## src/rtl/data_wbuf_pkg.sv

```systemverilog
// Shared types and constants for the store write buffer.
// Latency: n/a (types only).
// Backpressure: n/a.
package data_wbuf_pkg;

  // Bus-side sequencing of the head entry.
  typedef enum logic [1:0] {
    ST_IDLE = 2'd0,
    ST_SEND = 2'd1,
    ST_RESP = 2'd2
  } wbuf_state_e;

  // AXI write response codes.
  localparam logic [1:0] AXI_RESP_OKAY   = 2'b00;
  localparam logic [1:0] AXI_RESP_SLVERR = 2'b10;

  // One queued store: 32-bit address, 4 byte enables, 32-bit data (68 bits).
  typedef struct packed {
    logic [31:0] addr;
    logic [3:0]  strb;
    logic [31:0] data;
  } wbuf_entry_t;

  localparam int ENTRY_W = $bits(wbuf_entry_t);

endpackage

```

## src/rtl/data_wbuf_sync_fifo.sv

```systemverilog
// Synchronous FIFO with registered count/full/empty flags.
// Latency: a push is visible at the head one cycle later; head is read combinationally.
// Backpressure: pushes while full and pops while empty are ignored.
module sync_fifo #(
  parameter int WIDTH = 68,
  parameter int DEPTH = 4
) (
  input  logic                   clk_i,
  input  logic                   rst_i,
  input  logic                   push_i,
  input  logic [WIDTH-1:0]       push_dat_i,
  input  logic                   pop_i,
  output logic [WIDTH-1:0]       head_dat_o,
  output logic [$clog2(DEPTH):0] count_o,
  output logic                   full_o,
  output logic                   empty_o
);

  localparam int PTR_W = $clog2(DEPTH);
  localparam int CNT_W = PTR_W + 1;
  localparam logic [CNT_W-1:0] FULL_CNT = CNT_W'(DEPTH);

  logic [WIDTH-1:0] mem_q [DEPTH];
  logic [PTR_W-1:0] wr_ptr_q;
  logic [PTR_W-1:0] rd_ptr_q;
  logic [CNT_W-1:0] count_q;
  logic [CNT_W-1:0] count_d;
  logic             full_q;
  logic             empty_q;
  logic             push_ok;
  logic             pop_ok;

  assign push_ok = push_i && !full_q;
  assign pop_ok  = pop_i && !empty_q;

  // Occupancy next state; a simultaneous push and pop leaves it unchanged.
  always_comb begin
    count_d = count_q;
    case ({push_ok, pop_ok})
      2'b10:   count_d = count_q + 1'b1;
      2'b01:   count_d = count_q - 1'b1;
      default: count_d = count_q;
    endcase
  end

  // Pointers wrap naturally at DEPTH (power of two); flags are registered from count_d.
  always_ff @(posedge clk_i) begin
    if (rst_i) begin
      wr_ptr_q <= '0;
      rd_ptr_q <= '0;
      count_q  <= '0;
      full_q   <= 1'b0;
      empty_q  <= 1'b1;
    end else begin
      if (push_ok) wr_ptr_q <= wr_ptr_q + 1'b1;
      if (pop_ok)  rd_ptr_q <= rd_ptr_q + 1'b1;
      count_q <= count_d;
      full_q  <= (count_d == FULL_CNT);
      empty_q <= (count_d == '0);
    end
  end

  // Entry storage; contents need no reset since count gates their use.
  always_ff @(posedge clk_i) begin
    if (push_ok) mem_q[wr_ptr_q] <= push_dat_i;
  end

  assign head_dat_o = mem_q[rd_ptr_q];
  assign count_o    = count_q;
  assign full_o     = full_q;
  assign empty_o    = empty_q;

endmodule

```

## src/rtl/data_wbuf.sv

```systemverilog
// Store write buffer: queues core stores and drains them one at a time over AXI4-Lite.
// Latency: AWVALID/WVALID rise one cycle after a store enters an idle, empty buffer.
// Backpressure: MEM_WAIT holds the core while the queue is full; one bus write outstanding.
module data_wbuf
  import data_wbuf_pkg::*;
#(
  parameter int DEPTH = 4
) (
  input  logic        CLK,
  input  logic        RST,
  input  logic        DATA_WREN,
  input  logic [31:0] DATA_WADDR,
  input  logic [3:0]  DATA_WSTRB,
  input  logic [31:0] DATA_WDATA,
  output logic        MEM_WAIT,
  output logic        WBUF_EMPTY,
  output logic        WBUF_ERR,
  output logic [31:0] M_AXI_AWADDR,
  output logic        M_AXI_AWVALID,
  input  logic        M_AXI_AWREADY,
  output logic [31:0] M_AXI_WDATA,
  output logic [3:0]  M_AXI_WSTRB,
  output logic        M_AXI_WVALID,
  input  logic        M_AXI_WREADY,
  input  logic [1:0]  M_AXI_BRESP,
  input  logic        M_AXI_BVALID,
  output logic        M_AXI_BREADY
);

  wbuf_state_e             state_q;
  logic                    awvalid_q;
  logic                    wvalid_q;
  logic                    bready_q;
  logic                    err_q;
  logic [31:0]             awaddr_q;
  logic [31:0]             wdata_q;
  logic [3:0]              wstrb_q;

  wbuf_entry_t             push_ent;
  wbuf_entry_t             head_ent;
  logic [$clog2(DEPTH):0]  fifo_count;
  logic                    fifo_full;
  logic                    fifo_empty;
  logic                    fifo_push;
  logic                    fifo_pop;

  assign push_ent  = '{addr: DATA_WADDR, strb: DATA_WSTRB, data: DATA_WDATA};
  assign fifo_push = DATA_WREN && !fifo_full;
  // The head is only released once its write response has been taken.
  assign fifo_pop  = (state_q == ST_RESP) && M_AXI_BVALID;

  sync_fifo #(
    .WIDTH (ENTRY_W),
    .DEPTH (DEPTH)
  ) u_fifo (
    .clk_i      (CLK),
    .rst_i      (RST),
    .push_i     (fifo_push),
    .push_dat_i (push_ent),
    .pop_i      (fifo_pop),
    .head_dat_o (head_ent),
    .count_o    (fifo_count),
    .full_o     (fifo_full),
    .empty_o    (fifo_empty)
  );

  // Bus sequencer: load head, hold AW/W until each handshakes, then take B and pop.
  always_ff @(posedge CLK) begin
    if (RST) begin
      state_q   <= ST_IDLE;
      awvalid_q <= 1'b0;
      wvalid_q  <= 1'b0;
      bready_q  <= 1'b0;
      err_q     <= 1'b0;
      awaddr_q  <= '0;
      wdata_q   <= '0;
      wstrb_q   <= '0;
    end else begin
      case (state_q)
        ST_IDLE: begin
          if (!fifo_empty) begin
            awaddr_q  <= head_ent.addr;
            wdata_q   <= head_ent.data;
            wstrb_q   <= head_ent.strb;
            awvalid_q <= 1'b1;
            wvalid_q  <= 1'b1;
            state_q   <= ST_SEND;
          end
        end
        ST_SEND: begin
          // A channel whose VALID is already low has finished its handshake.
          if (M_AXI_AWREADY) awvalid_q <= 1'b0;
          if (M_AXI_WREADY)  wvalid_q  <= 1'b0;
          if ((!awvalid_q || M_AXI_AWREADY) && (!wvalid_q || M_AXI_WREADY)) begin
            bready_q <= 1'b1;
            state_q  <= ST_RESP;
          end
        end
        ST_RESP: begin
          if (M_AXI_BVALID) begin
            bready_q <= 1'b0;
            if (M_AXI_BRESP != AXI_RESP_OKAY) err_q <= 1'b1;
            state_q  <= ST_IDLE;
          end
        end
        default: state_q <= ST_IDLE;
      endcase
    end
  end

  // RST forces the core-facing status immediately, before the first reset edge lands.
  assign MEM_WAIT      = fifo_full && !RST;
  assign WBUF_EMPTY    = RST || ((fifo_count == '0) && (state_q == ST_IDLE));
  assign WBUF_ERR      = err_q;
  assign M_AXI_AWADDR  = awaddr_q;
  assign M_AXI_AWVALID = awvalid_q;
  assign M_AXI_WDATA   = wdata_q;
  assign M_AXI_WSTRB   = wstrb_q;
  assign M_AXI_WVALID  = wvalid_q;
  assign M_AXI_BREADY  = bready_q;

endmodule
```

## config.mk

```make
export PLATFORM = sky130hd
export DESIGN_NAME = data_wbuf
export DESIGN_NICKNAME = d
export VERILOG_FILES = /design/src/rtl/data_wbuf_pkg.sv /design/src/rtl/data_wbuf_sync_fifo.sv /design/src/rtl/data_wbuf.sv
export SDC_FILE = /design/constraint.sdc
export NUM_CORES = 1
export LEC_CHECK = 0
export ABC_AREA = 1
export BUFFER_PORTS_ARGS = -buffer_cell sky130_fd_sc_hd__buf_4
export CORE_MARGIN = 3
export CORE_UTILIZATION = 33
export DETAILED_ROUTE_END_ITERATION = 7
export SYNTH_ARGS = -nofsm -noshare
export SYNTH_HDL_FRONTEND = slang
export SYNTH_SLANG_ARGS = --single-unit
```

## constraint.sdc

```tcl
create_clock -name CLK -period 4.9 [get_ports CLK]
set_input_delay 1.225 -clock CLK [delete_from_list [all_inputs] [get_ports CLK]]
set_output_delay 1.225 -clock CLK [all_outputs]
set_load 0.01 [all_outputs]
```

## After elaboration in Yosys (flattened, before gate mapping)

Memories as Yosys holds them, arrays and structs flattened. A register that Yosys moved wholly into a read port is not among the register bits.
Cells that the tools add are included.

| cells by class | value |
|---|---|
| divide/modulo/power cells | 0 |
| mux-type cells | 15 |
| reductions and logical operators | 27 |
| $add $sub $neg | 4 |
| multipliers | 0 |
| equal/unequal tests | 10 |
| magnitude comparators | 0 |
| shifts and indexed selects | 0 |
| bitwise gates (word level) | 1 |

Operators by type and width:

| cell | number |
|---|---|
| $reduce_and A3 Y1 | 5 |
| $ne A2 B2 Y1 const B | 5 |
| $logic_and A1 B1 Y1 | 7 |
| $mux W1 | 7 |
| $logic_not A3 Y1 | 2 |
| $mux W2 | 3 |
| $pmux W1 S2 | 3 |
| $pmux W2 S3 | 1 |
| $pmux W3 S2 | 1 |
| $reduce_bool A2 Y1 | 3 |
| $logic_not A1 Y1 | 5 |
| $add A2 B1 Y2 const B | 2 |
| $eq A2 B1 Y1 const B | 2 |
| $eq A2 B2 Y1 const B | 2 |
| $add A3 B1 Y3 const B | 1 |
| $eq A3 B3 Y1 const B | 1 |
| $logic_or A1 B1 Y1 | 3 |
| $sub A3 B1 Y3 const B | 1 |
| $logic_not A2 Y1 | 1 |
| $reduce_and A2 Y1 | 1 |
| $not A1 Y1 | 1 |

| storage, ports and cells | value |
|---|---|
| bits in latches | 0 |
| memories | 1 |
| output and inout port bits | 74 |
| RAM bits | 272 |
| logic and storage cells | 68 |
| flip-flop bits (word level) | 15 |
| input bits | 76 |
| memory bits (read-only) | 0 |

Memories:

| memory | words | width | read ports | clocked after Yosys merged registers in | wr ports | line | RTL |
|---|---|---|---|---|---|---|---|
| u_fifo.mem_q | 4 | 68 | 1 | 1 | 1 | data_wbuf_sync_fifo.sv:23 | `logic [WIDTH-1:0] mem_q [DEPTH];` |

## Longest topological paths before layout

| logic depth | value |
|---|---|
| depth in word-level cells | 6 |
| gate-level depth with buffers | 12 |
| gate-level depth less buffers | 12 |

## Modules after synthesis

A second synthesis with hierarchy kept.

| second synthesis, totals | value |
|---|---|
| cell total of the unflattened synthesis | 1144 |
| area total of the unflattened synthesis | 13670.6 um2 |

Modules (own cells, without submodules):

| module | area each (um2) | cells an instance | instances |
|---|---|---|---|
| sync_fifo | 10573.9 | 723 | 1 |
| data_wbuf | 3096.7 | 421 | 1 |

## Worst setup path after synthesis

Ideal clock, no wire load.

| timing path | value |
|---|---|
| path type | input to register |
| start point | input DATA_WREN |
| end point | memory u_fifo.mem_q[0][0], enable pin |
| arrival time | 4239 ps |
| stages on the path | 2 |
| library setup time | 495 ps |
| path slack | 167 ps |
| cells stage by stage | nand2_1 -> nor2_1 |

| on the way | value |
|---|---|
| word-level cells in the longest chain between the ends | 4 |

Ends and longest elaborated chain:

| item | line | RTL |
|---|---|---|
| start: declaration | data_wbuf.sv:11 | `input logic DATA_WREN,` |
| $logic_and A1 B1 Y1 | data_wbuf.sv:48 | `assign fifo_push = DATA_WREN && !fifo_full;` |
| $logic_and A1 B1 Y1 | data_wbuf_sync_fifo.sv:33 | `assign push_ok = push_i && !full_q;` |
| $mux W1 | data_wbuf_sync_fifo.sv:65 | `if (push_ok) mem_q[wr_ptr_q] <= push_dat_i;` |
| $mux W1 (implied by the code) | data_wbuf_sync_fifo.sv:65 |  |
| end: declaration | data_wbuf_sync_fifo.sv:23 |  |

Every way passes these cells.

## Worst setup path in the final report

| timing path | value |
|---|---|
| start point | input RST |
| end point | output WBUF_EMPTY |

| on the way | value |
|---|---|
| word-level cells in the longest chain between the ends | 1 |

Ends and longest elaborated chain:

| item | line | RTL |
|---|---|---|
| start: declaration | data_wbuf.sv:10 | `input logic RST,` |
| $logic_or A1 B1 Y1 | data_wbuf.sv:113 | `assign WBUF_EMPTY = RST \|\| ((fifo_count == '0) && (state_q == ST_IDLE));` |
| end: declaration | data_wbuf.sv:16 | `output logic WBUF_EMPTY,` |

Every way passes these cells.

==> reports/qor.yml <==
status: "finished clean"
setup-tns-final_ns: 0
initial_core_util: 0.337
maximum_vdd_ir_drop_mv: 0.264
vertical_die_dimension_microns: 216
synthDistinctLibCells: 27
timing.final.hold_violations: 0
ctsRootBufferMaster: "sky130_fd_sc_hd__clkbuf_16"
wire_length_of_the_first_global_routing_pass_microns: 51200
detailedPlacementHpwl_microns: 18500
die_w_microns: 216
crit_required_ns: 3.67
first_pass_iters: 5
synth.area.top_cells: "sky130_fd_sc_hd__edfxtp_1, sky130_fd_sc_hd__dfxtp_1, sky130_fd_sc_hd__nand2_1"
end_kind: "output pin"
synth.largest_area_cell: "sky130_fd_sc_hd__edfxtp_1"
synth-edff-count: 272
clock_sink_count: 355
finalCriticalPeriod_ns: 3.35
fp.coreArea_sq_um: 43400
detailedRoute.firstIterationViolations: 477
grt_start_max_net_pins: 99
fillCellCount: 4181
postRouteWirelength_microns: 32400
fin_crit_sh: 0.683
io_buffer_count: 149
worstPathArrival_ns: 2.12
ctsHoldBuffers: 0
rows: 76
tritoncts: "yes"
ant_nets: 0
leakage_power_figure_nw: 7.60
synth-warning-count: 0
hold_path.class: "flip-flop to flip-flop"
route.vias.total: 9644
area_growth_pct: 20.4
drv_slew: 0
htree_levels: 2
syn_avg_cell_area_sq_um: 9.95
syn_area_sq_um: 14600
synthFlopType: "sky130_fd_sc_hd__edfxtp_1"
share_of_layout_cells_above_drive_strength_1: 0.142
clock_latency_ns: 0.54
timing.slew.headroom: 0.263
vias_in_the_first_global_route: 9590
post_drt_via_cell_ratio: 4.34
design.portCount: 150
worst_tran_pin_value_ns: 1.11
finalWeightedCongestion: 0.737
setup_viol: 0
postCtsResizedCells: 0
grt_usage: 0.138
synth_top_cell_area_share: 0.560
synth-seq-cells: 355
setup_repair_after_global_routing_missed_its_margin: "no"
post-cts-setup-buffers: 0
max_clock_freq_ghz: 0.299
timing.setup.critical_path_class: "input pin to output pin"
cap_viol_max_count: 0
worst_hold_slack_ns: 0.481
antenna_found_initial: 1
die-area_sq_um: 46800
antenna-diode-count: 0
num-nets-final: 1685
syn-num-nets: 1549
fin_skew_ns: 0.0117
asr_flop_ratio_synth: 0
cts.reportedPaths.clkPinSlew_ns: 0.05
share_of_synthesized_area_occupied_by_flip_flops_and_latches: 0.674
syn_inst: 1467
avgRoutedWirePerCell_microns: 14.6
grt.overflow.total: 0
critical_path.max_fanout: 26
power_per_cell_area_nw_per_um2: 408
ctsLongestPathBuffers: 3
drc: 0
critical_path.startpoint_type: "input pin"
numCtsBuffers: 40
==> placed cells by master, fill, tap and decap left out, types with 2 or more instances in the layout <==
master and instances:
sky130_fd_sc_hd__edfxtp_1 272, sky130_fd_sc_hd__o21ai_0 4, sky130_fd_sc_hd__nor2_4 4, sky130_fd_sc_hd__nor2_1 147, sky130_fd_sc_hd__buf_4 158, sky130_fd_sc_hd__ha_1 5
sky130_fd_sc_hd__inv_1 294, sky130_fd_sc_hd__nand3_1 143, sky130_fd_sc_hd__nand2_1 295, sky130_fd_sc_hd__dfxtp_4 2, sky130_fd_sc_hd__clkbuf_8 6, sky130_fd_sc_hd__clkinv_2 4
sky130_fd_sc_hd__clkbuf_1 11, sky130_fd_sc_hd__inv_6 2, sky130_fd_sc_hd__buf_12 3, sky130_fd_sc_hd__or2_0 42, sky130_fd_sc_hd__clkinv_1 9, sky130_fd_sc_hd__clkbuf_16 42
sky130_fd_sc_hd__or2_1 19, sky130_fd_sc_hd__a21oi_1 74, sky130_fd_sc_hd__dfxtp_1 81, sky130_fd_sc_hd__or2_2 7
==> sequential cells by signal, summed over array words and instances, names as in the netlist, 2 cells and up <==
signal,flops
u_fifo.rd_ptr_q,2
M_AXI_AWADDR,32
u_fifo.mem_q,272
u_fifo.count_o,3
M_AXI_WDATA,32
state_q,2
u_fifo.wr_ptr_q,2
M_AXI_WSTRB,4
==> Yosys cell counts, types with 5 or more instances <==
cell,number
sky130_fd_sc_hd__nor2_1,151
sky130_fd_sc_hd__or2_1,19
sky130_fd_sc_hd__nand2_1,295
sky130_fd_sc_hd__nand3_1,143
sky130_fd_sc_hd__or2_0,42
sky130_fd_sc_hd__dfxtp_1,83
sky130_fd_sc_hd__inv_1,294
sky130_fd_sc_hd__clkbuf_1,22
sky130_fd_sc_hd__ha_1,5
sky130_fd_sc_hd__a21oi_1,74
sky130_fd_sc_hd__edfxtp_1,272
sky130_fd_sc_hd__buf_1,11
sky130_fd_sc_hd__or2_2,7
sky130_fd_sc_hd__buf_2,30
==> metrics by stage <==
step / area, sq um / instances / worst slack, ns / total power [mW] / util
6_report: 17600 / 2220 / 1.55 / 7.17 / 0.405
5_1_grt: 17600 / 2220 / 1.42 / 7.51 / 0.405
4_1_cts: 17600 / 2220 / 1.52 / 7.29 / 0.405
3_5_place_dp: 16300 / 2146 / 1.52 / 4.38 / 0.376
3_3_place_gp: 16300 / 2146 / 1.52 / 4.37 / 0.376
2_1_floorplan: 14600 / 1467 / 0.167 / 4.02 / -
==> final timing paths <==
path                                        start                           end  slack [ns]  cells after the start
setup reg to reg  u_fifo.rd_ptr_q[0]$_SDFFE_PP0P_  M_AXI_WDATA[20]$_SDFFE_PP0P_        2.30                      7
hold reg to reg             WBUF_ERR$_SDFFE_PP0P_         WBUF_ERR$_SDFFE_PP0P_        0.48                      1
setup / recovery                              RST                    WBUF_EMPTY        1.55                      4
hold / removal              WBUF_ERR$_SDFFE_PP0P_         WBUF_ERR$_SDFFE_PP0P_        0.48                      1
==> critical path, stage by stage <==
cell                       delay, ns
sky130_fd_sc_hd__buf_4          0.28
sky130_fd_sc_hd__clkinv_1       0.32
sky130_fd_sc_hd__nand2_1        0.16
sky130_fd_sc_hd__buf_4          0.13
==> final cells by class <==
cell class                      count  area [sq um]  share of cell area
Clock inverter                     15          97.6             0.00555
Timing Repair Buffer              161          1250              0.0709
Sequential cell                   355          9840               0.560
Clock buffer                       59          1170              0.0668
Multi-Input combinational cell    748          3370               0.192
Tap cell                          585           732              0.0416
Inverter                          297          1120              0.0636
==> cell families after synthesis <==
logic type                 after synthesis  share of synthesized area
and+or+nand+nor                        661                      0.195
AOI/OAI and AO/OA                       79                     0.0273
xor gates and xnor gates                 2                    0.00120
adders and majority gates                6                    0.00566
buffers and inverters                  364                     0.0977
DFF                                    355                      0.674
==> per-layer routing <==
layer	wire [microns]	GRT usage	up-vias	share of wire
li1	-	-	4868	-
met1	14700	0.177	4510	0.45
met2	15000	0.225	202	0.46
met3	2010	0.0394	62	0.062
met4	791	0.0442	2	0.024
met5	13	0	-	0.00040
==> where the power goes <==
group          switching (mW)  leakage, nW  internal, mW
sequential             0.0794         3.18          3.45
combinational           0.465         3.79         0.305
clock                    1.16        0.625          1.71
total                    1.70         7.60          5.47
Note: power is estimated with default switching activity, not from simulation.
